[src/rtl/rv32i_pkg.sv]
// Shared RV32I load/store definitions: funct3 width codes, LSU FSM states
// and a small helper that decodes access width from funct3.
package rv32i_pkg;

    localparam logic [2:0] F3_LB  = 3'b000;
    localparam logic [2:0] F3_LH  = 3'b001;
    localparam logic [2:0] F3_LW  = 3'b010;
    localparam logic [2:0] F3_LBU = 3'b100;
    localparam logic [2:0] F3_LHU = 3'b101;

    typedef enum logic [1:0] {
        IDLE = 2'd0,
        REQ  = 2'd1,
        DONE = 2'd2
    } lsu_state_t;

    typedef enum logic [1:0] {
        W_BYTE = 2'd0,
        W_HALF = 2'd1,
        W_WORD = 2'd2
    } lsu_width_t;

    // funct3[1:0]: 00 byte, 01 half, anything else (10, 11) is a word access.
    function automatic lsu_width_t f3_width(input logic [2:0] f3);
        case (f3[1:0])
            2'b00:   return W_BYTE;
            2'b01:   return W_HALF;
            default: return W_WORD;
        endcase
    endfunction

endpackage

[src/rtl/lsu_load_align.sv]
// Combinational load alignment: picks the byte/half lane selected by the
// low address bits and sign- or zero-extends it (funct3[2]=1 means unsigned).
// Halves use addr[1] only; words ignore the low bits entirely.
module lsu_load_align
    import rv32i_pkg::*;
(
    input  logic [31:0] rdata_i,
    input  logic [1:0]  addr_lo_i,
    input  logic [2:0]  funct3_i,
    output logic [31:0] load_data_o
);

    logic [7:0]  byte_sel;
    logic [15:0] half_sel;

    // Lane select and extension.
    always_comb begin
        byte_sel    = rdata_i[7:0];
        half_sel    = addr_lo_i[1] ? rdata_i[31:16] : rdata_i[15:0];
        load_data_o = rdata_i;
        case (addr_lo_i)
            2'd0:    byte_sel = rdata_i[7:0];
            2'd1:    byte_sel = rdata_i[15:8];
            2'd2:    byte_sel = rdata_i[23:16];
            default: byte_sel = rdata_i[31:24];
        endcase
        case (f3_width(funct3_i))
            W_BYTE:  load_data_o = funct3_i[2] ? {24'b0, byte_sel}
                                               : {{24{byte_sel[7]}}, byte_sel};
            W_HALF:  load_data_o = funct3_i[2] ? {16'b0, half_sel}
                                               : {{16{half_sel[15]}}, half_sel};
            default: load_data_o = rdata_i;
        endcase
    end

endmodule

[src/rtl/lsu.sv]
// Load/store unit: takes the ALU result as effective address, performs one
// byte/half/word access over dmem req/ack, and stalls the core via busy.
// Optional feature macro: MISALIGN_TRAP_EN (misaligned half/word accesses
// complete immediately with misalign=1 and never touch memory).
//
// Memory handshake: dmem_req is asserted in REQ and held, together with
// constant dmem_addr/dmem_we/dmem_be/dmem_wdata, until the cycle in which
// dmem_ack=1; that cycle completes the transfer (dmem_rdata valid for
// loads) and dmem_req drops at the following edge. Ack may come in the
// first REQ cycle.
module lsu
    import rv32i_pkg::*;
#(
    parameter int XLEN = 32
) (
    input  logic            clk,
    input  logic            rst,
    input  logic            start,
    input  logic            mem_read,
    input  logic            mem_write,
    input  logic [2:0]      funct3,
    input  logic [XLEN-1:0] alu_result,
    input  logic [XLEN-1:0] store_data,
    output logic            busy,
    output logic            done,
    output logic [XLEN-1:0] load_data,
    output logic            misalign,
    output logic            dmem_req,
    output logic            dmem_we,
    output logic [XLEN-1:0] dmem_addr,
    output logic [3:0]      dmem_be,
    output logic [XLEN-1:0] dmem_wdata,
    input  logic [XLEN-1:0] dmem_rdata,
    input  logic            dmem_ack,
    output lsu_state_t      state_dbg
);

    lsu_state_t      state_q, state_d;
    logic            we_q, we_d;
    logic [2:0]      f3_q, f3_d;
    logic [1:0]      addr_lo_q, addr_lo_d;
    logic [XLEN-1:0] addr_q, addr_d;
    logic [3:0]      be_q, be_d;
    logic [XLEN-1:0] wdata_q, wdata_d;
    logic [XLEN-1:0] load_data_q, load_data_d;
    logic            misalign_q, misalign_d;

    lsu_width_t      width;
    logic            is_mem;
    logic            mis;
    logic [3:0]      be_new;
    logic [XLEN-1:0] wdata_new;
    logic [31:0]     aligned;

    lsu_load_align u_align (
        .rdata_i     (dmem_rdata),
        .addr_lo_i   (addr_lo_q),
        .funct3_i    (f3_q),
        .load_data_o (aligned)
    );

    // Decode the incoming request: width, misalignment, lanes and store data.
    always_comb begin
        width     = f3_width(funct3);
        is_mem    = mem_read | mem_write;
        mis       = 1'b0;
        be_new    = 4'b1111;
        wdata_new = store_data;
`ifdef MISALIGN_TRAP_EN
        case (width)
            W_HALF:  mis = alu_result[0];
            W_WORD:  mis = |alu_result[1:0];
            default: mis = 1'b0;
        endcase
`else
        mis = 1'b0;
`endif
        case (width)
            W_BYTE: begin
                be_new    = 4'b0001 << alu_result[1:0];
                wdata_new = {4{store_data[7:0]}};
            end
            W_HALF: begin
                be_new    = alu_result[1] ? 4'b1100 : 4'b0011;
                wdata_new = {2{store_data[15:0]}};
            end
            default: begin
                be_new    = 4'b1111;
                wdata_new = store_data;
            end
        endcase
    end

    // FSM next state and datapath register updates.
    always_comb begin
        state_d     = state_q;
        we_d        = we_q;
        f3_d        = f3_q;
        addr_lo_d   = addr_lo_q;
        addr_d      = addr_q;
        be_d        = be_q;
        wdata_d     = wdata_q;
        load_data_d = load_data_q;
        misalign_d  = misalign_q;
        case (state_q)
            IDLE: begin
                if (start) begin
                    if (is_mem && !mis) begin
                        state_d    = REQ;
                        we_d       = mem_write;
                        f3_d       = funct3;
                        addr_lo_d  = alu_result[1:0];
                        addr_d     = {alu_result[XLEN-1:2], 2'b00};
                        be_d       = be_new;
                        wdata_d    = wdata_new;
                        misalign_d = 1'b0;
                    end else begin
                        // No-op or trapped misaligned access: finish without memory.
                        state_d    = DONE;
                        misalign_d = is_mem & mis;
                    end
                end
            end
            REQ: begin
                if (dmem_ack) begin
                    state_d = DONE;
                    if (!we_q) begin
                        load_data_d = aligned;
                    end
                end
            end
            DONE: begin
                state_d    = IDLE;
                misalign_d = 1'b0;
            end
            default: begin
                state_d = IDLE;
            end
        endcase
    end

    // State and datapath registers with synchronous reset.
    always_ff @(posedge clk) begin
        if (rst) begin
            state_q     <= IDLE;
            we_q        <= 1'b0;
            f3_q        <= 3'b000;
            addr_lo_q   <= 2'b00;
            addr_q      <= '0;
            be_q        <= 4'b0000;
            wdata_q     <= '0;
            load_data_q <= '0;
            misalign_q  <= 1'b0;
        end else begin
            state_q     <= state_d;
            we_q        <= we_d;
            f3_q        <= f3_d;
            addr_lo_q   <= addr_lo_d;
            addr_q      <= addr_d;
            be_q        <= be_d;
            wdata_q     <= wdata_d;
            load_data_q <= load_data_d;
            misalign_q  <= misalign_d;
        end
    end

    assign busy       = (state_q != IDLE);
    assign done       = (state_q == DONE);
    assign dmem_req   = (state_q == REQ);
    assign dmem_we    = (state_q == REQ) & we_q;
    assign dmem_addr  = addr_q;
    assign dmem_be    = be_q;
    assign dmem_wdata = wdata_q;
    assign load_data  = load_data_q;
    assign misalign   = misalign_q;
    assign state_dbg  = state_q;

endmodule

[config.mk]
export PLATFORM = sky130hd
export DESIGN_NAME = lsu
export DESIGN_NICKNAME = d
export VERILOG_FILES = /design/src/rtl/rv32i_pkg.sv /design/src/rtl/lsu_load_align.sv /design/src/rtl/lsu.sv
export SDC_FILE = /design/constraint.sdc
export NUM_CORES = 1
export LEC_CHECK = 0
export ABC_AREA = 1
export BUFFER_PORTS_ARGS = -buffer_cell sky130_fd_sc_hd__buf_4
export CAP_MARGIN = 20
export CORE_UTILIZATION = 48
export CTS_CLUSTER_SIZE = 30
export DETAILED_ROUTE_END_ITERATION = 7
export HOLD_SLACK_MARGIN = 0.02
export PLACE_DENSITY = 0.83
export SLEW_MARGIN = 20
export SYNTH_ARGS = -nofsm -noshare
export SYNTH_HDL_FRONTEND = slang
export SYNTH_HIERARCHICAL = 1
export SYNTH_SLANG_ARGS = --single-unit
export TNS_END_PERCENT = 50
[constraint.sdc]
create_clock -name clk -period 2 [get_ports clk]
set_clock_uncertainty 0.2 [all_clocks]
set_input_delay 0.4 -clock clk [delete_from_list [all_inputs] [get_ports clk]]
set_output_delay 0.4 -clock clk [all_outputs]
set_load 0.03 [all_outputs]
==> run metrics <==
RSZ-0062 raised after global routing=false; TritonCTS Sinks=106; CTS tree=yes; Yosys cell types=23; Die Width=102 µm; Crit path arrival time=approximately 1.3 ns; hold_buf cts=0; area added between synthesis and finish=38.0%; H-tree Lvls=3; DIE HEIGHT=102 µm; DRT Wirelength=~15 mm; worst reg2reg endpoint=load_data[25]; area post-placement=6410 µm²; ANT nets after route=0; Multi-input gate area=2350 µm²; Worst setup startpoint=state_dbg[0]; DRC Markers=0; leakage=between 0.003 and 0.004 µW; synthesized area per cell=roughly 6.7 µm²; initial antenna violation count=0; most frequently used flop master after synthesis=dfxtp_1; layout cells sized above 1=0.274; hold depth=3; Final nets=around 1000; fmax=between 500 and 600 MHz; pin count of the biggest net entering global routing=approximately 70; Hold Crit Class=input pin to register; DRT iter0 DRCs=267; worst skew pair latency=0.37 ns; Gate Count Post-Synth=~720; Peak VDD IR=between 0.5 and 0.6 mV; final hold violation count=0; clock-pin slew on the worst setup and hold paths=approximately 0.11 ns; total congestion overflow=0; Pwr Total=5350 µW; buffers added on ports=208; setup TNS=0 ns; fin. max-slew vios=0; largest fanout on the critical path=5; vias in the first global route=approximately 4700; Yosys reg bits=between 100 and 150; Post-synth EDFFs=0; Yosys top cell by area=dfxtp_1; r2r worst-path depth=8; clk buf depth=2; Pre-antenna DRT Iters=4; critical path type=register to primary output; period utilisation layout=0.936; most frequent cells in the layout=buf_4, nor2_1, nand2_1; number of endpoints failing setup at the final stage=0; # diodes=0; GP Congestion=0.845; Total GRT Usage=0.279; FILL cells=872; outcome=completed; WL per Instance=around 14 µm; RR Startpoint=addr_lo_q[1]; HP Start=alu_result[31]; die area=around 10000 µm²; first-pass GRT wire length=roughly 23 mm; clock period minus worst slack=around 1.9 ns; register area=2120 µm²; reg-to-reg slack, setup=around 0.16 ns; via count=5265; top cell type's share of synthesized area=0.440; max cap viols=0; vias per cell=between 5 and 6; Num CTS Buffers=9; core area=roughly 10000 µm²; measured slew at the worst slew-check pin=0.567 ns; post-synthesis sequential area ratio=0.440; Worst Path Required=1.40 ns; Initial Util=0.495; DP Wirelength=a little over 10 mm; Worst Setup End Kind=primary output; synthesized area=slightly below 5000 µm²; io pins=212; top cells by area, synth=dfxtp_1, nor2_1, nand2_1; Root Driver=clkbuf_8; yosys warns=6; final instance area=6650 µm²; most common cell after layout, fill and taps aside=buf_4; Slew headroom=0.620; row cnt=36; Post-synth ARST share=0; crit path launch type=register; Worst setup endpoint=dmem_we; power density cells=~800 nW/µm²
## worst min-delay path by stage
| stage | endpoint | slack (ns) |
|---|---|---|
| floorplan | f3_q[1] | 0.24 |
| global placement | dmem_wdata[0] | 0.25 |
| detailed placement | dmem_wdata[4] | 0.25 |
| CTS | dmem_addr[31] | 0.03 |
| global route | dmem_addr[16] | 0.04 |
| finish | dmem_addr[31] | 0.04 |
## what timing repair did
| item | in CTS | in global routing |
|---|---|---|
| setup endpoints to repair | 0 | 21 |
| buffers inserted | 0 | 0 |
| gates resized for setup | 0 | 1 |
## Yosys cell counts, types with 2 or more instances
cell	number
clkbuf_1	18
nand3_2	2
buf_6	3
inv_1	19
o21ai_1	2
inv_2	3
nor2_1	187
buf_2	18
dfxtp_1	106
o21ai_0	100
nand2_1	173
nor2_4	2
a21oi_1	24
o211ai_1	7
nor2_2	3
buf_4	11
nand3_1	38
## state kept, by name, indices dropped and copies added (netlist names)
register / cells
addr_lo_q: 2
dmem_wdata: 32
load_data: 32
we_q: 1
f3_q: 3
dmem_be: 4
state_dbg: 2
dmem_addr: 30
## where the power goes
group / leakage, µW / switching [µW] / internal, µW / total, µW
logic: 0.00229 / 914 / 568 / 1480
clock network: 0.000117 / 742 / 743 / 1480
registers: 0.000871 / 101 / 2280 / 2380
total: 0.00327 / 1760 / 3590 / 5350
## metrics by stage
stage / util / cells / worst slack [ns] / hold slack (ns)
after floorplan: - / 724 / 0.293 / 0.240
after global placement: 0.659 / 1028 / 0.194 / 0.251
after detailed placement: 0.659 / 1028 / 0.102 / 0.253
after CTS: 0.682 / 1044 / 0.0751 / 0.0350
after global routing: 0.683 / 1044 / 0.00205 / 0.0415
final: 0.683 / 1044 / 0.127 / 0.0402
## layout make-up
| type | count | area share |
|---|---|---|
| Tap cell | 133 | 0.0250 |
| Inverter | 22 | 0.0124 |
| Clock inverter | 6 | 0.0132 |
| Multi-Input combinational cell | 546 | 0.354 |
| Clock buffer | 10 | 0.0207 |
| Sequential cell | 106 | 0.319 |
| Timing Repair Buffer | 221 | 0.255 |
## critical path: stages, from the launching register on
cell and delay, ns:
dfxtp_1 0.45, nand2_1 0.12, nor2_1 0.14, buf_4 0.19
## cell families (layout without fill, tap and decap cells)
kind of cell	after synthesis	after routing	share of synthesized area
flops	106	106	0.440
other cells	1	3	0.000778
buf+inv	72	259	0.0740
simple gates	408	408	0.340
compound gates	135	135	0.145
## per-layer routing
| layer | global-route usage | share of wire | up-vias |
|---|---|---|---|
| met5 | 0 | 0 | - |
| met4 | 0.116 | 0.023 | 0 |
| met3 | 0.0910 | 0.096 | 27 |
| met2 | 0.453 | 0.47 | 221 |
| met1 | 0.340 | 0.41 | 2359 |
| li1 | - | - | 2658 |
Power figures use the tool's default switching activity.
